==> config.mk <==
export PLATFORM = sky130hd
export DESIGN_NAME = fifo_frame_reader
export DESIGN_NICKNAME = d
export VERILOG_FILES = /design/src/rtl/fifo_frame_reader.sv
export SDC_FILE = /design/constraint.sdc
export NUM_CORES = 1
export LEC_CHECK = 0
export BUFFER_PORTS_ARGS = -buffer_cell sky130_fd_sc_hd__buf_2
export CAP_MARGIN = 20
export CORE_AREA = 8 8 74 76
export DETAILED_ROUTE_END_ITERATION = 12
export DIE_AREA = 0 0 82 84
export MAX_ROUTING_LAYER = met4
export PLACE_DENSITY_LB_ADDON = 0.2
export SKIP_LAST_GASP = 1
export SLEW_MARGIN = 40
export SYNTH_ARGS = -nofsm -noshare
export SYNTH_HDL_FRONTEND = slang
export SYNTH_SLANG_ARGS = --single-unit
==> constraint.sdc <==
create_clock -name clk -period 3.3 [get_ports clk]
set_input_delay 0 -clock clk [delete_from_list [all_inputs] [get_ports clk]]
set_output_delay 0 -clock clk [all_outputs]
set_load 0.005 [all_outputs]
==> src/rtl/fifo_frame_reader.sv <==
// Read-side frame builder: drains a show-ahead FIFO into frames of FRAME_LEN bytes,
// appends an XOR checksum byte and presents the result on a registered valid/ready stream.
module fifo_frame_reader #(
    parameter int unsigned FRAME_LEN = 4
) (
    input  logic        clk,
    input  logic        reset,
    input  logic        en,
    input  logic [7:0]  fifo_dout,
    input  logic        fifo_empty,
    output logic        fifo_rd_en,
    output logic [7:0]  m_data,
    output logic        m_valid,
    input  logic        m_ready,
    output logic        m_last,
    output logic [15:0] frame_cnt,
    output logic        busy
);

    typedef enum logic [1:0] {
        ST_IDLE = 2'd0,
        ST_DATA = 2'd1,
        ST_CHK  = 2'd2
    } state_t;

    // byte_cnt value seen on the pop that completes a frame
    localparam logic [3:0] LAST_IDX = 4'(FRAME_LEN - 1);

    state_t      state_r;
    state_t      state_next_s;
    logic [3:0]  byte_cnt_r;
    logic [7:0]  chk_r;
    logic [15:0] frame_cnt_r;
    logic [7:0]  m_data_r;
    logic        m_valid_r;
    logic        m_last_r;
    logic        slot_free_s;
    logic        pop_s;
    logic        chk_load_s;

    function automatic logic [7:0] chk_update(input logic [7:0] acc, input logic [7:0] data);
        return acc ^ data;
    endfunction

    assign slot_free_s = ~m_valid_r | m_ready;

    // Next-state decode plus the pop and checksum-load strobes
    always_comb begin
        state_next_s = state_r;
        pop_s        = 1'b0;
        chk_load_s   = 1'b0;
        case (state_r)
            ST_IDLE: begin
                if (en) begin
                    state_next_s = ST_DATA;
                end else begin
                    state_next_s = ST_IDLE;
                end
            end
            ST_DATA: begin
                pop_s = ~fifo_empty & slot_free_s;
                if (pop_s && (byte_cnt_r == LAST_IDX)) begin
                    state_next_s = ST_CHK;
                end else begin
                    state_next_s = ST_DATA;
                end
            end
            ST_CHK: begin
                chk_load_s = slot_free_s;
                if (slot_free_s) begin
                    // en is only honoured here, so a started frame always finishes
                    state_next_s = en ? ST_DATA : ST_IDLE;
                end else begin
                    state_next_s = ST_CHK;
                end
            end
            default: begin
                state_next_s = ST_IDLE;
            end
        endcase
    end

    // State register
    always_ff @(posedge clk or posedge reset) begin
        if (reset) begin
            state_r <= ST_IDLE;
        end else begin
            state_r <= state_next_s;
        end
    end

    // Frame bookkeeping: byte position, running checksum, completed-frame count
    always_ff @(posedge clk or posedge reset) begin
        if (reset) begin
            byte_cnt_r  <= 4'd0;
            chk_r       <= 8'h00;
            frame_cnt_r <= 16'h0000;
        end else if (pop_s) begin
            byte_cnt_r <= byte_cnt_r + 4'd1;
            chk_r      <= chk_update(chk_r, fifo_dout);
        end else if (chk_load_s) begin
            byte_cnt_r  <= 4'd0;
            chk_r       <= 8'h00;
            frame_cnt_r <= frame_cnt_r + 16'd1;
        end else begin
            byte_cnt_r  <= byte_cnt_r;
            chk_r       <= chk_r;
            frame_cnt_r <= frame_cnt_r;
        end
    end

    // Output slot: a load may replace an accepted byte in the same cycle without a bubble
    always_ff @(posedge clk or posedge reset) begin
        if (reset) begin
            m_data_r  <= 8'h00;
            m_valid_r <= 1'b0;
            m_last_r  <= 1'b0;
        end else if (pop_s) begin
            m_data_r  <= fifo_dout;
            m_valid_r <= 1'b1;
            m_last_r  <= 1'b0;
        end else if (chk_load_s) begin
            m_data_r  <= chk_r;
            m_valid_r <= 1'b1;
            m_last_r  <= 1'b1;
        end else if (m_valid_r && m_ready) begin
            m_data_r  <= m_data_r;
            m_valid_r <= 1'b0;
            m_last_r  <= 1'b0;
        end else begin
            m_data_r  <= m_data_r;
            m_valid_r <= m_valid_r;
            m_last_r  <= m_last_r;
        end
    end

    assign fifo_rd_en = pop_s;
    assign m_data     = m_data_r;
    assign m_valid    = m_valid_r;
    assign m_last     = m_last_r;
    assign frame_cnt  = frame_cnt_r;
    assign busy       = (state_r != ST_IDLE) | m_valid_r;

endmodule

== Word level (Yosys, flattened, before mapping) ==
Cells that the tools add are included.

* Output and inout port bits: 28
* Word-level logic and storage cells: 42
* Bits in registers: 40

* Eq/ne operators: 3
* Reduce and logical (&&, ||, !) cells: 7
* Add/subtract/negate cells: 2
* Mux-type cells: 16
* Bitwise operators: 7

{| class="wikitable"
|+ Operators by type and width
! cell !! count
|-
| $mux 8 || 4
|-
| $add 16x1->16 const B || 1
|-
| $mux 4 || 2
|-
| $xor 8x8->8 || 1
|-
| $mux 1 || 7
|-
| $pmux 2 s3 || 1
|-
| $add 4x1->4 const B || 1
|-
| $eq 4x2->1 const B || 1
|-
| $mux 2 || 2
|-
| $reduce_bool 2->1 || 2
|-
| $not 1->1 || 3
|-
| $reduce_bool 3->1 || 1
|-
| $eq 2x1->1 const B || 1
|-
| $eq 2x2->1 const B || 1
|-
| $logic_and 1x1->1 || 2
|-
| $logic_not 2->1 || 1
|-
| $or 1x1->1 || 2
|-
| $reduce_and 2->1 || 1
|-
| $and 1x1->1 || 1
|}

== Depth between registers and ports, before layout ==
Gate-level depths: netlist of run 1.

* Word-level depth: 6
* Mapped depth: 6

== Worst setup path before layout of run 1 ==
No wires, ideal clock.

* Kind: flip-flop to flip-flop
* Start point: register m_valid_r, in the netlist m_valid
* End point: register frame_cnt_r[12], in the netlist frame_cnt[12]
* Arrival: 1264 ps
* Setup slack: 1913 ps
* Cell stages (with the launch flop): 5
* Path through: dfrtp_1 and2b_4 nor4_4 nand4_1 xnor2_1

* Longest elaborated chain between the ends: 6
* Elaborated cells on any way between the ends: 7
* Classes of those cells: mux: 2; bitwise: 4; reduce/logical: 1

{| class="wikitable"
|+ RTL lines
! item !! line !! text
|-
| start, declared || 35 || <nowiki>logic m_valid_r;</nowiki>
|-
| start signal, assigned || 132 || <nowiki>m_valid_r <= m_valid_r;</nowiki>
|-
| $not 1->1 (*) || 45 || <nowiki>assign slot_free_s = ~m_valid_r | m_ready;</nowiki>
|-
| $or 1x1->1 (*) || 45 ||
|-
| $and 1x1->1 || 61 || <nowiki>pop_s = ~fifo_empty & slot_free_s;</nowiki>
|-
| $mux 1 || 52 || <nowiki>case (state_r)</nowiki>
|-
| $not 1->1 (no line) || - ||
|-
| $reduce_and 2->1 (no line) (*) || - ||
|-
| end signal, assigned || 104 || <nowiki>frame_cnt_r <= frame_cnt_r + 16'd1;</nowiki>
|-
| end signal, assigned || 108 || <nowiki>frame_cnt_r <= frame_cnt_r;</nowiki>
|-
| end, declared || 33 || <nowiki>logic [15:0] frame_cnt_r;</nowiki>
|}

Mark *: on every way between the ends. The rest lies on a longest branch, timed or not.
A chain may end at the register's enable or synchronous reset.

== Worst setup path in the final report of run 1 ==
* Start point: register state_r[1]
* End point: register m_data_r[7], in the netlist m_data[7]

* Longest elaborated chain between the ends: 3
* Elaborated cells on any way between the ends: 6
* Classes of those cells: eq/ne: 2; mux: 3; reduce/logical: 1

{| class="wikitable"
|+ RTL lines
! item !! line !! text
|-
| start, declared || 29 || <nowiki>state_t state_r;</nowiki>
|-
| start signal, assigned || 88 || <nowiki>state_r <= state_next_s;</nowiki>
|-
| $eq 2x1->1 / $eq 2x2->1 (equally long branches) || 52 ||
|-
| $mux 1 || 52 ||
|-
| $mux 8 / $reduce_bool 2->1 (equally long branches) || - ||
|-
| end signal, assigned || 119 || <nowiki>m_data_r <= fifo_dout;</nowiki>
|-
| end signal, assigned || 123 || <nowiki>m_data_r <= chk_r;</nowiki>
|-
| end signal, assigned || 127 || <nowiki>m_data_r <= m_data_r;</nowiki>
|-
| end, declared || 34 || <nowiki>logic [7:0] m_data_r;</nowiki>
|}

Parallel ways exist; a longest one is shown, timed or not.

==> results of run 1 <==
## worst max-delay path, delay by kind of cell (launching register included)
kind,cells,cell delay (ns)
AO/OA/AOI/OAI,1,0.33
AND/OR/NAND/NOR,3,1.00
flip-flops,1,0.45
## area by class of cell
type / count / area, um2 / area share [%]
Sequential cell: 40 / 1001 / 44.99
Clock buffer: 5 / 68.82 / 3.093
Inverter: 10 / 37.54 / 1.687
Multi-Input combinational cell: 109 / 742.0 / 33.35
Tap cell: 52 / 65.06 / 2.925
Timing Repair Buffer: 47 / 267.8 / 12.04
Clock inverter: 3 / 42.54 / 1.912
## logic make-up (layout without fill, tap and decap cells)
group,count (synthesis),in the layout,synth area share (%)
compound gates,13,13,5.721
xor+xnor,15,15,7.237
fa+ha+maj,2,2,1.378
buf+inv,15,65,3.997
flops,40,40,55.13
mux,11,11,6.134
simple gates,68,68,20.40
## stage by stage
step	cells	area [um2]	hold slack, ns
CTS	266	2225	0.006932
floorplan	164	1815	0.1731
global placement	252	2053	0.1386
finish	266	2225	0.01138
global route	266	2225	0.02431
detailed placement	252	2053	0.1574
## synth_stat cells
| cell type | count |
|---|---|
| a211oi_1 | 1 |
| a221o_1 | 1 |
| a31o_2 | 1 |
| and2_1 | 1 |
| and2b_4 | 1 |
| and4_1 | 2 |
| buf_2 | 1 |
| buf_4 | 4 |
| dfrtp_1 | 40 |
| ha_1 | 2 |
| inv_1 | 10 |
| mux2_2 | 1 |
| mux2i_1 | 10 |
| nand2_1 | 39 |
| nand2b_1 | 3 |
| nand2b_4 | 1 |
| nand3_1 | 6 |
| nand4_1 | 5 |
| nor2_1 | 4 |
| nor2_4 | 1 |
| nor3_1 | 1 |
| nor3_4 | 1 |
| nor4_4 | 2 |
| o21ai_0 | 2 |
| o22ai_1 | 1 |
| o311ai_0 | 7 |
| or3_1 | 1 |
| xnor2_1 | 12 |
| xor2_1 | 3 |
## power breakdown
| group | leakage (nW) | switching [mW] | internal, mW |
|---|---|---|---|
| sequential | 0.495 | 0.115 | 0.639 |
| combinational | 0.530 | 0.200 | 0.193 |
| clock | 0.0541 | 0.169 | 0.224 |
| total | 1.08 | 0.483 | 1.05 |
## registers in the layout, indices dropped and copies added, names as in the netlist
register and flops:
m_data 8, byte_cnt_r 4, chk_r 8, frame_cnt 16, state_r 2, m_last 1
m_valid 1
## final timing paths
path	from	end	slack [ns]	depth (start not counted)
setup / recovery	state_r[1]	m_data[7]	1.41	4
hold / removal	fifo_dout[4]	m_data[4]	0.01	3
setup reg to reg	state_r[1]	m_data[7]	1.41	4
hold reg to reg	frame_cnt[15]	frame_cnt[15]	0.47	1
max in group asynchronous	reset	chk_r[0]	2.58	4
min in group asynchronous	reset	frame_cnt[4]	0.37	4
## layer usage
metal	GRT usage, %	share of wire, %
met5	-	0
met2	19.90	48
met3	3.017	5.7
met4	7.348	3.0
met1	13.87	43
==> flow_metrics.env, run 1 <==
export IMPL_io_pins=41
export IMPL_synth_area_per_cell_um2=11.07
export IMPL_synth_area_um2=1815
export IMPL_die_area_um2=6888
export IMPL_place_gp_congestion=0.7437
export IMPL_slowest_stage="nor3_4"
export IMPL_seq_area_frac_synth_pct=55.13
export IMPL_yosys_warnings=0
export IMPL_cellPowerDensity_nw_per_um2=691.3
export IMPL_drv_slew=0
export IMPL_dp_slack_ns=1.406
export IMPL_layout_setup_ws_ns=1.405
export IMPL_syn_to_final_growth_pct=22.54
export IMPL_fin_skew_ns=0.005499
export IMPL_antenna_found_initial=0
export IMPL_p_leak_nw=1.079
export IMPL_grt_pass1_vias=1421
export IMPL_cts_inserted_buffers=5
export IMPL_post_cts_resized=0
export IMPL_grt_max_degree=41
export IMPL_start_util_pct=42.58
export IMPL_vias=1349
export IMPL_wl_per_cell_um=14.40
export IMPL_postSynthCellCount=164
export IMPL_synthesis_nets=179
export IMPL_io_buffer_count=40
export IMPL_drc_errors=0
export IMPL_cts_tree="built"
export IMPL_status="finished, final reports clean"
export IMPL_ir_drop_mv=0.4074
export IMPL_endpoint_kind="register"
export IMPL_cts_setup_buffers=0
export IMPL_required_ns=3.48
export IMPL_clock_path_buffers=2
export IMPL_drt_iter0_markers=88
export IMPL_drt_wl_total_um=3830
export IMPL_path_max_fanout=23
export IMPL_core_area_um2=4264
export IMPL_synth_distinct_cells=29
export IMPL_relSlewSlack_pct=48.59
export IMPL_path_class="reg2reg"
export IMPL_hold_class="in2reg"
export IMPL_crit_chain="nand2b_1, nor3_4, nor2_1, a221o_1"
export IMPL_fin_total_pwr_mw=1.538
export IMPL_grt_first_pass_wirelength_um=6575
export IMPL_final_cell_mix="40 x dfrtp_1, 40 x buf_2, 39 x nand2_1"
export IMPL_fp_dieW_um=82
export IMPL_h_tree_depth=2
export IMPL_synthTopCellsByArea="dfrtp_1 55%, nand2_1 8.1%, xnor2_1 5.8%"
export IMPL_setup_viol=0
export IMPL_std_cell_rows=24
export IMPL_hold_violations=0
export IMPL_cap_violations=0
export IMPL_fin_crit_sh_pct=57.42
export IMPL_critical_path_arrival_ns=2.07
export IMPL_cts_hold_fix_buffers=6
export IMPL_clock_latency_ns=0.29
export IMPL_cp_start_kind="register"
export IMPL_slowest_delay_ns=0.61
export IMPL_period_minus_slack_ns=1.895
export IMPL_netlist_area_leader_share_pct=55.13
export IMPL_rsz0062_at_grt="no"
export IMPL_clockRootBuffer="clkbuf_8"
export IMPL_setup_tns_ns=0
export IMPL_layout_drive_gt1_share_pct=26.64
export IMPL_antenna_diode_count=0
export IMPL_clkSinkCount=40
export IMPL_synth_top_cell_by_area="dfrtp_1"
export IMPL_fill_cells=402
export IMPL_drt_pre_antenna_iters=4
export IMPL_nets=228
export IMPL_viasPerCell=5.071
export IMPL_gr_total_overflow=0
export IMPL_dp_hpwl_um=2746
export IMPL_die_h_um=84
export IMPL_ant_nets=0
export IMPL_ys_seq_elements=40
export IMPL_clk_pin_slew_ns=0.08
export IMPL_finalCoreUtilization_pct=52.17
export IMPL_tightest_slew_ns=0.7686
export IMPL_grt_total_usage_pct=12.59
export IMPL_fmax_ghz=0.5278
Note: power is estimated with default switching activity, not from simulation.
==> run 2, diff against run 1 <==
Clock period 3.3 ns to 1.7 ns, I/O delays scaled along.
==> run 2 against run 1 <==
Compared with the run above:
- critical endpoint is now fifo_rd_en
- die area unchanged
- global-route usage increased by 0.28 points
- critical path type is now reg2out
- largest power group unchanged
- cell count rose by 2.3%
==> flow_metrics.env, run 2 (synthesis gave the netlist of run 1 again) <==
export IMPL_sw_frac_of_total_pct=32.63
export IMPL_ir_drop_mv=0.5768
export IMPL_setup_viol=0
export IMPL_clkSinkCount=40
export IMPL_p_int_mw=1.919
export IMPL_dp_slack_ns=0.1660
export IMPL_antenna_diode_count=0
export IMPL_grt_max_degree=41
export IMPL_drt_pre_antenna_iters=4
export IMPL_die_area_um2=6888
export IMPL_ant_nets=0
export IMPL_clk_pin_slew_ns=0.07
export IMPL_die_h_um=84
export IMPL_largest_register_ffs=16
export IMPL_fp_dieW_um=82
export IMPL_cts_tree="built"
export IMPL_crit_buf_inv=2
export IMPL_seq_power_share_pct=51.3
export IMPL_syn_to_final_growth_pct=23.85
export IMPL_status="finished, final reports clean"
export IMPL_clock_latency_ns=0.29
export IMPL_cp_start_kind="register"
export IMPL_crit_chain="and2b_4, nor3_4, buf_4, buf_2"
export IMPL_finalCoreUtilization_pct=52.73
export IMPL_clock_path_buffers=2
export IMPL_clkPwrFrac_pct=20.8
export IMPL_critical_path_top_delay_family="simple AND/OR/NAND/NOR gates"
export IMPL_final_cells=272
export IMPL_critical_path_arrival_ns=1.55
export IMPL_required_ns=1.70
export IMPL_cellPowerDensity_nw_per_um2=1267
export IMPL_p_leak_nw=1.098
export IMPL_fmax_ghz=0.6437
export IMPL_std_cell_rows=24
export IMPL_cts_inserted_buffers=5
export IMPL_post_cts_resized=0
export IMPL_placed_cells=257
export IMPL_slowest_delay_ns=0.41
export IMPL_h_tree_depth=2
export IMPL_rsz0062_at_grt="no"
export IMPL_viasPerCell=4.945
export IMPL_relSlewSlack_pct=66.36
export IMPL_clockRootBuffer="clkbuf_8"
export IMPL_layout_setup_ws_ns=0.1465
export IMPL_slowest_stage="dfrtp_1"
export IMPL_vias=1345
export IMPL_io_pins=41
export IMPL_fin_crit_sh_pct=91.38
export IMPL_power_switching_mw=0.9297
export IMPL_period_minus_slack_ns=1.554
export IMPL_cts_setup_buffers=0
export IMPL_path_class="reg2out"
export IMPL_endpoint_kind="primary output"
export IMPL_cap_violations=0
export IMPL_core_area_um2=4264
export IMPL_start_util_pct=42.58
export IMPL_dp_hpwl_um=2845
export IMPL_drc_errors=0
export IMPL_drt_wl_total_um=3837
export IMPL_grt_total_usage_pct=12.87
export IMPL_grt_first_pass_wirelength_um=6706
export IMPL_grt_pass1_vias=1438
export IMPL_combPwrFrac_pct=27.9
export IMPL_tightest_slew_ns=0.5047
export IMPL_hold_violations=0
export IMPL_drv_slew=0
export IMPL_fin_skew_ns=0.002233
export IMPL_place_gp_congestion=0.7775
export IMPL_gr_total_overflow=0
export IMPL_nets=235
export IMPL_setup_tns_ns=0
export IMPL_antenna_found_initial=0
export IMPL_path_max_fanout=8
export IMPL_hold_class="in2reg"
export IMPL_io_buffer_count=40
export IMPL_final_cell_mix="40 x dfrtp_1, 40 x buf_2, 39 x nand2_1"
export IMPL_drt_iter0_markers=104
export IMPL_wl_per_cell_um=14.11
export IMPL_layout_drive_gt1_share_pct=27.27
[run 2: tightest hold or removal path: cells and delay by family]
kind          cells  cell delay (ns)
buf+inv           1             0.08
mux               1             0.08
simple gates      1             0.14
[run 2: per-stage QoR]
step | power, mW | hold WS, ns | instance area [um2]
detailed placement | 2.282 | 0.1588 | 2091
global route | 3.105 | 0.06797 | 2248
floorplan | 1.959 | 0.1731 | 1815
global placement | 2.229 | 0.1414 | 2091
finish | 2.849 | 0.04568 | 2248
CTS | 2.898 | 0.04477 | 2248
[run 2: area by class of cell]
class	instances	area [um2]
well taps	52	65.06
fillers	394	2016
inverters	10	37.54
clock buffers	6	72.57
repair buffers	54	325.3
flip-flops and latches	40	1001
multi-input cells	109	742.0
clock inverters	1	5.005
[run 2: worst paths after layout]
check                      slack, ns  cells past startpoint            end     startpoint
max in group asynchronous       0.98                      4        m_valid          reset
setup reg to reg                0.19                      5       chk_r[4]        m_valid
hold / removal                  0.05                      3       chk_r[7]   fifo_dout[7]
min in group asynchronous       0.38                      4      m_data[6]          reset
hold reg to reg                 0.47                      1  frame_cnt[15]  frame_cnt[15]
setup / recovery                0.15                      4     fifo_rd_en        m_valid
[run 2: timing repair]
| action | CTS | global route |
|---|---|---|
| setup endpoints to repair | 0 | 0 |
| hold buffers | 8 | 0 |
| endpoints found under the hold margin | 50 | 0 |
[run 2: per-layer routing]
metal,vias to the layer above,track usage (%),wire length (um)
met5,-,-,0
met4,0,4.473,53
met3,5,5.280,274
met2,34,19.76,1838
met1,639,14.62,1670
li1,667,-,-
[run 2: power groups by stage]
stage	Combinational (mW)	Sequential, mW	Clock, mW
after floorplan	0.510	1.45	0
after global placement	0.766	1.46	0
after detailed placement	0.807	1.48	0
after CTS	0.822	1.46	0.612
after global routing	0.928	1.52	0.658
final	0.795	1.46	0.592
